$ cat src/rtl/fpu_md_pkg.sv
// Shared definitions for the FP multiply/divide significand path.
// Holds the significand/exponent widths, the divider FSM state type and the
// sign/exponent sidecar bundle passed from signexpmd through to the rounder.
package fpu_md_pkg;

    localparam int P  = 53;          // significand width including hidden bit
    localparam int EW = 13;          // sidecar exponent width
    localparam int QW = P + 2;       // quotient bits: 1 integer + P+1 fraction
    localparam int CW = $clog2(QW);  // iteration counter width

    typedef enum logic [1:0] {
        IDLE,
        RUN,
        DONE
    } md_state_t;

    typedef struct packed {
        logic          sq;
        logic [EW-1:0] eq;
    } md_side_t;

endpackage

$ cat src/rtl/sigdiv_step.sv
// One restoring radix-2 division iteration (purely combinational).
// Ports:
//   r      partial remainder, P+1 bits (always < 2*d on entry)
//   d      normalized divisor, P bits
//   qbit   quotient bit for this iteration (r >= d)
//   r_next remainder after conditional subtract, shifted left by one
module sigdiv_step #(
    parameter int P = 53
) (
    input  logic [P:0]   r,
    input  logic [P-1:0] d,
    output logic         qbit,
    output logic [P:0]   r_next
);

    logic [P:0] diff;
    logic [P:0] r_sel;

    always_comb begin
        diff   = r - {1'b0, d};
        qbit   = (r >= {1'b0, d});
        r_sel  = qbit ? diff : r;
        // r_sel < d < 2^P, so the msb is zero and the shift cannot overflow
        r_next = r_sel << 1;
    end

endmodule

$ cat src/rtl/sigdiv_iter.sv
// Iterative radix-2 restoring significand divider for the FP divide path.
// Takes normalized significands plus the sign/exponent sidecar from signexpmd
// and delivers {quotient, sticky} with the sidecar aligned for the rounder.
// Ports:
//   clk, rst              clock, asynchronous active-high reset
//   flush                 synchronous abort back to IDLE
//   in_valid/in_ready     operand handshake (fa, fb, sq_in, eq_in)
//   out_valid/out_ready   result handshake (fq, sq_out, eq_out, dbz)
//   fq                    {quotient[QW-1:0], sticky}; quotient[QW-1] is the integer bit
//   dbz                   divisor msb was zero; fq forced to 0
module sigdiv_iter
    import fpu_md_pkg::*;
(
    input  logic          clk,
    input  logic          rst,
    input  logic          flush,
    input  logic          in_valid,
    output logic          in_ready,
    input  logic [P-1:0]  fa,
    input  logic [P-1:0]  fb,
    input  logic          sq_in,
    input  logic [EW-1:0] eq_in,
    output logic          out_valid,
    input  logic          out_ready,
    output logic [QW:0]   fq,
    output logic          sq_out,
    output logic [EW-1:0] eq_out,
    output logic          dbz
);

    md_state_t     state;
    md_side_t      side;
    logic [P:0]    r;
    logic [P-1:0]  d;
    logic [QW-1:0] q;
    logic [CW-1:0] cnt;

    logic          qbit;
    logic [P:0]    r_next;
    logic [QW-1:0] q_next;

    sigdiv_step #(.P(P)) u_step (
        .r      (r),
        .d      (d),
        .qbit   (qbit),
        .r_next (r_next)
    );

    always_comb begin
        q_next = (q << 1) | QW'(qbit);
    end

    assign sq_out = side.sq;
    assign eq_out = side.eq;

    always_ff @(posedge clk or posedge rst) begin
        if (rst) begin
            state     <= IDLE;
            in_ready  <= 1'b1;
            out_valid <= 1'b0;
            fq        <= '0;
            side      <= '0;
            dbz       <= 1'b0;
            cnt       <= '0;
            r         <= '0;
            d         <= '0;
            q         <= '0;
        end else if (flush) begin
            state     <= IDLE;
            in_ready  <= 1'b1;
            out_valid <= 1'b0;
            dbz       <= 1'b0;
            cnt       <= '0;
        end else begin
            case (state)
                IDLE: begin
                    if (in_valid && in_ready) begin
                        side     <= '{sq: sq_in, eq: eq_in};
                        in_ready <= 1'b0;
                        if (fb[P-1]) begin
                            r     <= {1'b0, fa};
                            d     <= fb;
                            q     <= '0;
                            cnt   <= CW'(QW - 1);
                            dbz   <= 1'b0;
                            state <= RUN;
                        end else begin
                            fq        <= '0;
                            dbz       <= 1'b1;
                            out_valid <= 1'b1;
                            state     <= DONE;
                        end
                    end
                end
                RUN: begin
                    q   <= q_next;
                    r   <= r_next;
                    cnt <= cnt - 1'b1;
                    if (cnt == '0) begin
                        fq        <= {q_next, |r_next};
                        dbz       <= 1'b0;
                        out_valid <= 1'b1;
                        state     <= DONE;
                    end
                end
                DONE: begin
                    if (out_ready) begin
                        out_valid <= 1'b0;
                        in_ready  <= 1'b1;
                        state     <= IDLE;
                    end
                end
                default: begin
                    state     <= IDLE;
                    in_ready  <= 1'b1;
                    out_valid <= 1'b0;
                end
            endcase
        end
    end

endmodule

$ cat config.mk
export PLATFORM = sky130hd
export DESIGN_NAME = sigdiv_iter
export DESIGN_NICKNAME = d
export VERILOG_FILES = /design/src/rtl/fpu_md_pkg.sv /design/src/rtl/sigdiv_step.sv /design/src/rtl/sigdiv_iter.sv
export SDC_FILE = /design/constraint.sdc
export NUM_CORES = 1
export LEC_CHECK = 0
export BUFFER_PORTS_ARGS = -buffer_cell sky130_fd_sc_hd__buf_2
export CORE_MARGIN = 4
export CORE_UTILIZATION = 31
export DETAILED_ROUTE_END_ITERATION = 8
export GPL_TIMING_DRIVEN = 0
export PLACE_DENSITY = 0.56
export SLEW_MARGIN = 20
export SYNTH_ARGS = -nofsm -noshare
export SYNTH_HDL_FRONTEND = slang
export SYNTH_SLANG_ARGS = --single-unit
$ cat constraint.sdc
create_clock -name clk -period 7.9 [get_ports clk]
set_input_delay 1.58 -clock clk [delete_from_list [all_inputs] [get_ports clk]]
set_output_delay 1.58 -clock clk [all_outputs]
set_load 0.05 [all_outputs]
## Word level (Yosys, flattened, before mapping)

Index checks and enable logic that the tools add are counted.

- Reductions and logical operators: 15
- Mux-type cells: 36
- Eq/ne operators: 12
- $lt $le $gt $ge: 1
- Bitwise operators: 2
- Add/subtract/negate cells: 2

Operator list:

| kind | count |
|---|---|
| 2-to-1 mux 54 bit | 4 |
| case mux 54 bit (2 select lines) | 2 |
| 2-to-1 mux 56 bit | 3 |
| case mux 56 bit (2 select lines) | 1 |
| OR 55 x 1 -> 55 bit | 1 |
| >= comparator 54 x 53 -> 1 bit | 1 |
| 2-to-1 mux 53 bit | 1 |
| OR reduction 53 bit | 1 |
| subtractor 53 bit | 1 |
| 2-to-1 mux 6 bit | 3 |
| != test 3 bit, second input constant | 5 |
| AND reduction 3 bit | 5 |
| 2-to-1 mux 1 bit | 12 |
| case mux 6 bit (2 select lines) | 1 |
| AND reduction 4 bit | 3 |
| 2-to-1 mux 2 bit | 5 |
| != test 2 bit, second input constant | 5 |
| zero test 6 bit | 1 |
| case mux 1 bit (3 select lines) | 2 |
| case mux 2 bit (3 select lines) | 1 |
| subtractor 6 x 1 -> 6 bit, second input constant | 1 |
| AND reduction 5 bit | 1 |
| nonzero test 3 bit | 1 |
| equality test 2 x 1 -> 1 bit, second input constant | 1 |
| 6 further kinds | 6 |

- Output and inout bits: 73
- Word-level logic and storage cells: 79
- Register bits: 242
- Input port bits: 125

## Depth between registers and ports, before layout

Gate-level depths: netlist of the first run.

- Word-level depth: 5
- Depth in mapped cells: 17
- Gate-level depth less buffers: 15

## By module

Synthesis of the first run repeated with hierarchy kept, for this count alone.

- Cells, all modules: 1,335
- Area, all modules: 14,417.6 sq um

By module, submodules not included:

| module | times used | cells an instance | area each (sq um) | sequential area each (sq um) |
|---|---|---|---|---|
| sigdiv_iter | 1 | 773 | 10,191.0 | 6,057.1 |
| sigdiv_step | 1 | 562 | 4,226.6 | 0.0 |

## Worst setup path before layout of the first run

OpenSTA, ideal clock, no wires.

- Path type: register -> register
- Start: register r[0]
- End: register fq[0]
- Cell stages (with the launch flop): 16
- Arrival time: 3.387 ns
- Library setup time: 0.133 ns
- Required time: 7.767 ns
- Period minus slack after synthesis: 3.520 ns
- Setup slack: 4.380 ns
- Buffers on the path: 0
- Cells stage by stage: dfrtp_1 -> inv_1 -> ha_1 -> inv_1 -> fa_1 -> a21o_1 -> a221o_1 -> nand4_1 -> o211ai_1 -> a31o_1 -> xor2_1 -> or4_1 -> nor4_1 -> a41oi_1 -> a211oi_1 -> a31oi_1

- Word-level cells in the longest chain between the ends: 5
- Elaborated cells on any way between the ends: 6
- Classes of those cells: add/sub: 1; order compare: 1; mux: 3; reduce/logical: 1

Ends and longest elaborated chain:

| item | RTL line | source |
|---|---|---|
| start: declaration | sigdiv_iter.sv:33 | `logic [P:0] r;` |
| start signal: assignment | sigdiv_iter.sv:81 | `r <= {1'b0, fa};` |
| start signal: assignment | sigdiv_iter.sv:97 | `r <= r_next;` |
| subtractor 53 bit or >= comparator 54 x 53 -> 1 bit (tied branches) | sigdiv_step.sv:20, sigdiv_step.sv:21 |  |
| 2-to-1 mux 53 bit * | sigdiv_step.sv:22 | `r_sel = qbit ? diff : r;` |
| OR reduction 53 bit * | sigdiv_iter.sv:100 | `fq <= {q_next, \|r_next};` |
| 2-to-1 mux 56 bit * | sigdiv_iter.sv:99 | `if (cnt == '0) begin` |
| case mux 56 bit (2 select lines) * | sigdiv_iter.sv:75 | `case (state)` |
| end signal: assignment | sigdiv_iter.sv:100 |  |
| end: declaration | sigdiv_iter.sv:25 | `output logic [QW:0] fq,` |

Mark *: on every way between the ends. The rest lies on a longest branch, timed or not. The select of a mux whose other input is x is not followed.
A chain may end at the register's enable or synchronous reset.

## Worst setup path after layout of the first run

- Start: register r[27]
- End: register r[46]

- Word-level cells in the longest chain between the ends: 3
- Elaborated cells on any way between the ends: 4
- Classes of those cells: add/sub: 1; order compare: 1; mux: 2

Ends and longest elaborated chain:

| item | RTL line |
|---|---|
| subtractor 53 bit or >= comparator 54 x 53 -> 1 bit (tied branches) | sigdiv_step.sv:20, sigdiv_step.sv:21 |
| 2-to-1 mux 53 bit * | sigdiv_step.sv:22 |
| case mux 54 bit (2 select lines) * | sigdiv_iter.sv:75 |

Mark *: on every way between the ends. The rest lies on a longest branch, timed or not.

==> results.yml, run 1 <==
outcome:
  outcome: "finished clean"
placed_design:
  dp_cells: 2300
  dp.final_hpwl_um: 36500
  place.gp.congestion: 0.923
  place_area_um2: 15700
  io_buffers: 196
clock_tree:
  worst_skew_pair.late_latency_ps: 580
  cts_num_sinks: 242
  post-cts-setup-buffers: 0
  clk_root_buffer_cell: "clkbuf_16"
  clk_pin_slew_worst_paths_ps: 60
  ctsResizeCount: 0
  clock_tree.buffer_depth: 3
  cts.hold.buffers_added: 0
  tritoncts: "built"
  clock_tree.htree_level_count: 1
  cts-buffers-inserted: 29
die:
  core_area_um2: 43500
  die_span_x_um: 219
  initial_core_util_pct: 31.6
  placement_rows: 76
  chipHeight_um: 219
  design.die.area_um2: 47800
  io_pins: 198
finish:
  post_layout_nonfiller_instances: 2352
  layout-drive-gt1-share_pct: 19.9
  antennaDiodeCount: 0
  syn_to_final_growth_pct: 21.4
  design_area_um2: 16700
  layout.nets: 1927
  fillCellCount: 4493
logic_synthesis:
  synthesized_area_per_cell_um2: 9.11
  yosys_warnings: 0
  synth_enable_flop_cells: 0
  syn_nets: 1690
  yosys.cell_types.count: 72
  synthFlopType: "dfrtp_1"
  number_of_register_bits_inferred_by_synthesis: 242
  async_reset_ff_share_pct: 100
  synth_seq_area_share_pct: 44.1
  post_synth_instance_area_um2: 13700
  postSynthCellCount: 1509
timing:
  actual_transition_at_the_worst_max_transition_pin_ps: 983
  final_max_slew_viol_count: 0
  fmaxAchievable_mhz: 213
  timing.final.setup_violations: 0
  setup_repair_after_global_routing_missed_its_margin: "false"
  timing.final.crit_period_ps: 4700
  slew_headroom_pct: 34.4
  fin_tns_setup_ps: 0
  skew_final_ps: 16.0
  tcrit_tclk_final_pct: 59.5
  timing_hold_violations_final: 0
  hold-worst-slack_ps: 450
drt:
  postRouteAntennaNets: 0
  detailedRoute.firstPassIterationCount: 7
  drc: 0
  drt-vias-per-instance: 5.26
  wirelength_um: 46900
  route.vias.total: 12400
  avgRoutedWirePerCell_um: 20.0
  drt-initial-drc-count: 961
grt:
  grt_util_all_layers_pct: 19.4
  grt_overflow: 0
  grt_pass1_wl_um: 73000
  grt_start_max_net_pins: 34
  grt_pass1_vias: 12500
  initial_antenna_violation_count: 0
power_and_ir_drop:
  power_switching_mw: 4.31
  power_frac_comb_pct: 61.1
  maximum_vdd_drop_v: 0.000213
  report.power.total_mw: 8.58
  switching_share_of_total_power_pct: 50.2
  power_per_cell_area_nw_per_um2: 514
  static-leakage-power_nw: 7.99
  p_int_mw: 4.27
  share_of_total_power_in_the_clock_network_pct: 16.9
  seq_power_share_pct: 22.0
run:
  max_cap_viol_count: 0
critical_path:
  worst_setup_path_start_kind: "register"
  critical_path_class: "register to register"
  crit_arrival_ps: 5200
  worst_path_required_time_ps: 8400
  regToRegSetupSlack_ps: 3200
  critPathMaxFanout: 10
  worstSetupEndpointType: "register"
min_path:
  min-delay-path-class: "register to register"
metrics by stage:
stage	worst slack [ps]	utilization (%)
final	3200	38.4
after global routing	3100	38.4
after CTS	3380	38.4
after detailed placement	3400	36.0
after global placement	1490	35.6
after floorplan	3150	-
cell usage in the layout (no fill, tap or decap), drive strengths merged, types with 5 or more instances in the layout:
master / count
nor2: 95
nand2b: 5
nand4: 25
bufinv: 5
a22o: 55
a31oi: 8
o31ai: 8
o21bai: 7
inv: 70
buf: 225
clkinv: 7
nor2b: 7
a221oi: 5
nand2: 236
a211oi: 12
or3: 6
o21a: 12
a21o: 16
nor4: 23
clkbuf: 113
mux2i: 37
mux2: 67
nand3: 67
nor3: 19
ha: 55
xor2: 22
o21ai: 95
o211ai: 14
a21oi: 122
xnor2: 23
dfrtp: 241
final timing paths:
check / depth (start not counted) / from / to
max reg2reg: 15 / r[27] / r[46]
min in group asynchronous: 2 / rst / d[10]
min reg2reg: 2 / d[52] / d[52]
max in group asynchronous: 5 / rst / eq_out[7]
min: 2 / d[52] / d[52]
max: 15 / r[27] / r[46]
worst max-delay path, stage by stage, from the launching register on:
cell	delay, ps
dfrtp_1	460
ha_1	310
clkbuf_1	320
nand2_1	150
nor4_1	380
nand3_1	220
a311oi_1	670
nor4_1	170
o31a_1	410
o21ai_1	160
buf_2	250
buf_4	300
nor2_1	70
a211oi_1	500
a21oi_1	80
o21ai_1	150
synthesized netlist by cell type, types with 5 or more instances:
| library cell | n | area [um^2] |
|---|---|---|
| dfrtp_1 | 241 | 6030 |
| nand2_1 | 236 | 886 |
| a21oi_1 | 121 | 606 |
| nor2_1 | 95 | 357 |
| clkbuf_1 | 74 | 278 |
| inv_1 | 70 | 263 |
| mux2_2 | 67 | 754 |
| nand3_1 | 67 | 335 |
| o21ai_0 | 58 | 290 |
| a22o_1 | 55 | 482 |
| ha_1 | 55 | 688 |
| mux2i_1 | 37 | 370 |
| o21ai_1 | 37 | 185 |
| nand4_1 | 25 | 156 |
| xnor2_1 | 23 | 201 |
| nor4_1 | 22 | 138 |
| xor2_1 | 22 | 193 |
| nor3_1 | 19 | 95.1 |
| a21o_1 | 16 | 120 |
| o211ai_1 | 14 | 105 |
| a211oi_1 | 12 | 90.1 |
| o21a_1 | 12 | 90.1 |
| buf_2 | 11 | 55.1 |
| a31oi_1 | 8 | 50.1 |
| o31ai_1 | 8 | 60.1 |
| nor2b_1 | 7 | 43.8 |
| o21bai_1 | 7 | 52.6 |
| or3_1 | 6 | 37.5 |
| nand2b_1 | 5 | 31.3 |
power groups by stage:
stage          logic, mW  registers [mW]  clock network [mW]
2_1_floorplan       3.57            1.96                   0
3_3_place_gp        5.14            1.90                   0
3_5_place_dp        5.17            1.90                   0
4_1_cts             5.20            1.89                1.49
5_1_grt             5.75            1.94                1.53
6_report            5.25            1.89                1.45
area by class of cell:
type,count,area [um^2],area share (%)
Sequential cell,242,6060,36.3
Clock buffer,39,813,4.87
Clock inverter,13,209,1.25
Timing Repair Buffer,206,1170,6.99
Inverter,70,267,1.60
Buffer,93,382,2.29
Tap cell,585,732,4.39
Multi-Input combinational cell,1104,7060,42.3
cells by family (layout without fill, tap and decap cells):
kind of cell / count (synthesis) / after routing / synth area share [%]
AO/OA/AOI/OAI: 393 / 393 / 18.6
XOR/XNOR: 45 / 45 / 2.87
adder cells (fa/ha/maj): 56 / 56 / 5.15
buffers and inverters: 163 / 421 / 4.69
flip-flops: 242 / 242 / 44.1
multiplexers: 104 / 104 / 8.18
AND/OR/NAND/NOR: 506 / 506 / 16.5
layer usage:
layer / part of all wire [%] / routed length [um] / GRT usage (%) / up-vias
met2: 44 / 20700 / 29.6 / 380
li1: - / - / - / 5865
met1: 46 / 21500 / 27.7 / 6034
met3: 6.1 / 2840 / 3.07 / 89
met5: 0 / 0 / 0 / -
met4: 4.1 / 1910 / 7.54 / 0
sequential cells by signal, summed over array words and instances (netlist names):
| signal | flops |
|---|---|
| cnt | 6 |
| q | 54 |
| fq | 56 |
| sq_out | 1 |
| dbz | 1 |
| r | 54 |
| d | 53 |
| in_ready | 1 |
| eq_out | 13 |
| out_valid | 1 |
| state | 2 |
Note: power is estimated with default switching activity, not from simulation.
==> inputs of run 2 (changes only) <==
PLACE_DENSITY = 0.54   (was 0.56)
clock period = 4.9 ns   (was 7.9 ns; I/O delays follow)
==> run 2 against run 1 <==
Net effect:
- clock skew shrank 2.1 ps
- sequential share of layout area shrank 0.13 points
- cell area grew 0.35%
- core utilization grew 0.14 points
- total power grew 62%
- critical path depth is the same
- routed wire length grew 0.39%
- count of clock-buffer cells in the layout grew 5
==> results.yml, run 2 (synthesis results as in run 1) <==
outcome:
  outcome: "finished clean"
power_and_ir_drop:
  p_int_mw: 6.94
  maximum_vdd_drop_v: 0.000417
  power_switching_mw: 7.00
  static-leakage-power_nw: 8.01
  seq_power_share_pct: 21.9
  power_per_cell_area_nw_per_um2: 833
  power_frac_comb_pct: 61.0
  share_of_total_power_in_the_clock_network_pct: 17.1
  switching_share_of_total_power_pct: 50.2
placed_design:
  io_buffers: 196
  pre_cts_ws_ps: 161
  dp.final_hpwl_um: 36900
  place.gp.congestion: 0.913
  dp_cells: 2301
finish:
  largest_register_ffs: 56
  final_cell_mix: "dfrtp_1 (241), nand2_1 (236), buf_2 (209)"
  post_layout_nonfiller_instances: 2355
  syn_to_final_growth_pct: 21.8
  layout_commonest_cell: "dfrtp_1"
  layout.nets: 1929
  antennaDiodeCount: 0
  layout-drive-gt1-share_pct: 20.1
  top_register: "fq"
  reg.largest.list: "fq x56, q x54, r x54"
critical_path:
  worst_path_required_time_ps: 5410
  reg2reg_from: "r[27]"
  critical_path_class: "register to register"
  crit_slowest_cell: "a211oi_1"
  regToRegSetupSlack_ps: 320
  critPathMaxFanout: 10
  regToRegEndpoint: "r[46]"
  timing.critical_path.mode_cell: "o21ai_1"
  timing.critical_path.cells: "ha_1 > clkbuf_1 > nand2_1 > nor4_2 > nand3_1 > a311oi_2 > nor4_1 > o31a_1 > o21ai_1 > buf_2 > buf_4 > nor2_1 > a211oi_1 > a21oi_1 > o21ai_1"
  worstSetupEndpointType: "register"
  timing.critical_path.max_delay_family: "compound AO/OA/AOI/OAI gates"
  number_of_cell_instances_on_the_worst_register_to_register_path: 15
  worst_setup_path_start_kind: "register"
  crit_arrival_ps: 5090
  slowest_delay_ps: 510
  worstPathBufferInverterCount: 3
clock_tree:
  ctsResizeCount: 0
  clock_tree.buffer_depth: 3
  worst_skew_pair.late_latency_ps: 590
  cts-buffers-inserted: 30
  clk_pin_slew_worst_paths_ps: 60
  tritoncts: "built"
  clock_tree.htree_level_count: 1
  post-cts-setup-buffers: 0
  cts_num_sinks: 242
  clk_root_buffer_cell: "clkbuf_16"
  cts.hold.buffers_added: 0
timing:
  finalWorstSetupSlack_ps: 323
  fmaxAchievable_mhz: 218
  timing.final.crit_period_ps: 4580
  timing_hold_violations_final: 0
  hold-worst-slack_ps: 423
  fin_tns_setup_ps: 0
  skew_final_ps: 13.9
  setup_repair_after_global_routing_missed_its_margin: "false"
  slew_headroom_pct: 32.9
  tcrit_tclk_final_pct: 93.4
  timing.final.setup_violations: 0
  final_max_slew_viol_count: 0
  actual_transition_at_the_worst_max_transition_pin_ps: 1010
drt:
  route.vias.total: 12300
  postRouteAntennaNets: 0
  wirelength_um: 47100
  avgRoutedWirePerCell_um: 20.0
  drt-initial-drc-count: 996
  detailedRoute.firstPassIterationCount: 5
  drc: 0
  drt-vias-per-instance: 5.22
die:
  placement_rows: 76
  chipHeight_um: 219
  initial_core_util_pct: 31.6
  core_area_um2: 43500
  die_span_x_um: 219
  design.die.area_um2: 47800
  io_pins: 198
grt:
  grt_util_all_layers_pct: 19.5
  grt_pass1_vias: 12500
  grt_pass1_wl_um: 73100
  initial_antenna_violation_count: 1
  grt_start_max_net_pins: 34
  grt_overflow: 0
run:
  max_cap_viol_count: 0
min_path:
  min-delay-path-class: "input pin to async pin"
-- run 2: changes by cell type in the layout (fill, tap and decap cells not counted), sizes merged --
| cell | delta |
|---|---|
| clkbuf | +5 |
| clkinv | -2 |
| buf | +1 |
| bufinv | -1 |
-- run 2: worst max path at each step --
| stage | startpoint | cells past startpoint | to |
|---|---|---|---|
| global route | r[27] | 15 | r[46] |
| global placement | rst | 2 | eq_out[3] |
| floorplan | rst | 1 | cnt[0] |
| detailed placement | r[27] | 15 | r[46] |
| finish | r[27] | 15 | r[46] |
| CTS | r[27] | 15 | r[46] |
-- run 2: layout make-up --
class                           count  area [um^2]
Clock inverter                     10          181
Sequential cell                   242         6060
Fill cell                        4542        26700
Multi-Input combinational cell   1104         7070
Tap cell                          585          732
Clock buffer                       44          893
Inverter                           70          267
Buffer                             93          382
Timing Repair Buffer              207         1160
-- run 2: routing by layer --
| metal | vias to the layer above | wire [um] | GRT usage [%] |
|---|---|---|---|
| met3 | 86 | 2680 | 2.71 |
| met4 | 0 | 1800 | 7.10 |
| li1 | 5867 | - | - |
| met2 | 351 | 20600 | 30.2 |
| met5 | - | 0 | 0 |
| met1 | 5987 | 22000 | 27.8 |
-- run 2: power groups by stage --
stage / logic (mW) / clock network (mW) / registers, mW
4_1_cts: 8.42 / 2.46 / 3.05
6_report: 8.51 / 2.39 / 3.05
5_1_grt: 9.30 / 2.54 / 3.12
2_1_floorplan: 5.75 / 0 / 3.17
3_3_place_gp: 8.36 / 0 / 3.06
3_5_place_dp: 8.38 / 0 / 3.08
-- run 2: per-stage QoR --
| step | total power, mW | utilization, % | cell area, um^2 |
|---|---|---|---|
| after floorplan | 8.91 | - | 13800 |
| after global placement | 11.4 | 35.6 | 15500 |
| after detailed placement | 11.5 | 36.0 | 15700 |
| after CTS | 13.9 | 38.5 | 16700 |
| after global routing | 15.0 | 38.5 | 16700 |
| final | 13.9 | 38.5 | 16700 |
==> inputs of run 3 (changes only) <==
clock period = 4.7 ns   (was 4.9 ns; I/O delays follow)
==> run 3 against run 2 <==
Net effect:
- core utilization about the same
- die area unchanged
- final cell count unchanged
- critical endpoint is now fq[0]
- hold slack got worse by 38 ps
- critical path depth decreased by 1
- fmax increased by 1.9%
- largest power group unchanged
- global-route usage about the same
- worst setup slack got worse by 110 ps
- highest routed layer unchanged
- total power increased by 4.3%
==> results.yml, run 3 (synthesis results as in run 1) <==
placed_design:
  place_area_um2: 15700
  io_buffers: 196
  dp.final_hpwl_um: 36900
  place.gp.congestion: 0.913
  dp_cells: 2301
clock_tree:
  cts-buffers-inserted: 30
  clk_root_buffer_cell: "clkbuf_16"
  post-cts-setup-buffers: 0
  cts_num_sinks: 242
  tritoncts: "built"
  clk_pin_slew_worst_paths_ps: 60
  clock_tree.htree_level_count: 1
  clock_tree.buffer_depth: 3
  worst_skew_pair.late_latency_ps: 590
  cts.hold.buffers_added: 0
drt:
  drt-vias-per-instance: 5.24
  wirelength_um: 47100
  avgRoutedWirePerCell_um: 20.0
  drc: 0
  drt-initial-drc-count: 1007
  route.vias.total: 12300
  detailedRoute.firstPassIterationCount: 5
  postRouteAntennaNets: 0
finish:
  largest_register_ffs: 56
  layout.nets: 1929
  final_cell_mix: "dfrtp_1 (241), nand2_1 (236), buf_2 (209)"
  reg.largest.list: "fq x56, q x54, r x54"
  layout_commonest_cell: "dfrtp_1"
  antennaDiodeCount: 0
  layout-drive-gt1-share_pct: 20.2
  syn_to_final_growth_pct: 21.8
  fillCellCount: 4541
  design_area_um2: 16700
  post_layout_nonfiller_instances: 2355
  top_register: "fq"
timing:
  timing_hold_violations_final: 0
  timing.final.crit_period_ps: 4490
  fin_tns_setup_ps: 0
  hold-worst-slack_ps: 385
  skew_final_ps: 12.2
  slew_headroom_pct: 36.8
  setup_repair_after_global_routing_missed_its_margin: "false"
  fmaxAchievable_mhz: 223
  final_max_slew_viol_count: 0
  tcrit_tclk_final_pct: 95.5
  actual_transition_at_the_worst_max_transition_pin_ps: 948
  timing.final.setup_violations: 0
power_and_ir_drop:
  seq_power_share_pct: 21.9
  report.power.total_mw: 14.5
  p_int_mw: 7.24
  power_per_cell_area_nw_per_um2: 868
  maximum_vdd_drop_v: 0.000435
  static-leakage-power_nw: 8.01
  switching_share_of_total_power_pct: 50.2
  power_frac_comb_pct: 61.0
  share_of_total_power_in_the_clock_network_pct: 17.1
  power_switching_mw: 7.31
critical_path:
  number_of_cell_instances_on_the_worst_register_to_register_path: 14
  worstSetupEndpointType: "register"
  worst_path_required_time_ps: 5160
  critPathMaxFanout: 9
  critical_path_class: "register to register"
  worst_setup_path_start_kind: "register"
  crit_arrival_ps: 4950
die:
  core_area_um2: 43500
  io_pins: 198
  chipHeight_um: 219
  initial_core_util_pct: 31.6
  placement_rows: 76
  design.die.area_um2: 47800
  die_span_x_um: 219
grt:
  grt_overflow: 0
  grt_pass1_vias: 12500
  grt_util_all_layers_pct: 19.5
  grt_start_max_net_pins: 34
  initial_antenna_violation_count: 1
  grt_pass1_wl_um: 73100
run:
  max_cap_viol_count: 0
min_path:
  min-delay-path-class: "input pin to async pin"
outcome:
  outcome: "finished clean"
==> run 3: cell counts in the layout (fill, tap and decap cells not counted) <==
Identical to the previous run, type by type.
==> run 3: critical path, cell delays in order (launching register included) <==
cell and delay (ps):
dfrtp_1 450, ha_1 310, clkbuf_1 320, nand2_1 180
nor4_2 390, nand3_1 290, a311oi_2 500, nor4_1 150
o31a_1 410, o21ai_1 160, buf_2 240, mux2i_1 480
o211ai_1 150, a211oi_1 220, a31oi_1 110
==> run 3: cell type report <==
cell class,instances,area [um^2],share of cell area (%)
Timing Repair Buffer,207,1160,6.92
Multi-Input combinational cell,1104,7080,42.3
Buffer,93,382,2.28
Tap cell,585,732,4.37
Clock buffer,44,893,5.33
Sequential cell,242,6060,36.2
Inverter,70,267,1.59
Clock inverter,10,181,1.08
==> run 3: final timing paths <==
check / start / endpoint / slack (ps)
min in group clk: d[52] / d[52] / 440
setup reg to reg: r[27] / fq[0] / 210
hold / removal: rst / d[10] / 380
max in group asynchronous: rst / eq_out[12] / 3100
hold reg to reg: d[52] / d[52] / 440
setup / recovery: r[27] / fq[0] / 210
==> run 3: metal layers <==
layer,up-vias,wire length (um),global-route usage [%],share of wire (%)
met2,358,20600,30.1,44
met1,6021,22200,27.8,47
met5,-,0,0,0
li1,5878,-,-,-
met4,0,1870,7.25,4.0
met3,88,2470,2.71,5.2
==> run 3: what timing repair did <==
item | in CTS | in global routing
endpoints found under the setup margin | 2 | 24
gates resized for setup | 1 | 3
cloned | 0 | 0
pin swaps | 0 | 0
==> run 3: power by group through the flow <==
stage / registers (mW) / clock network [mW] / logic [mW]
floorplan: 3.30 / 0 / 5.99
global placement: 3.19 / 0 / 8.71
detailed placement: 3.21 / 0 / 8.74
CTS: 3.18 / 2.56 / 8.79
global route: 3.25 / 2.65 / 9.71
finish: 3.18 / 2.49 / 8.88
==> run 3: stage by stage <==
stage	utilization (%)	worst slack [ps]
6_report	38.5	210
4_1_cts	38.5	147
5_1_grt	38.5	3.59
3_5_place_dp	36.0	-39.2
2_1_floorplan	-	585
3_3_place_gp	35.6	-1060
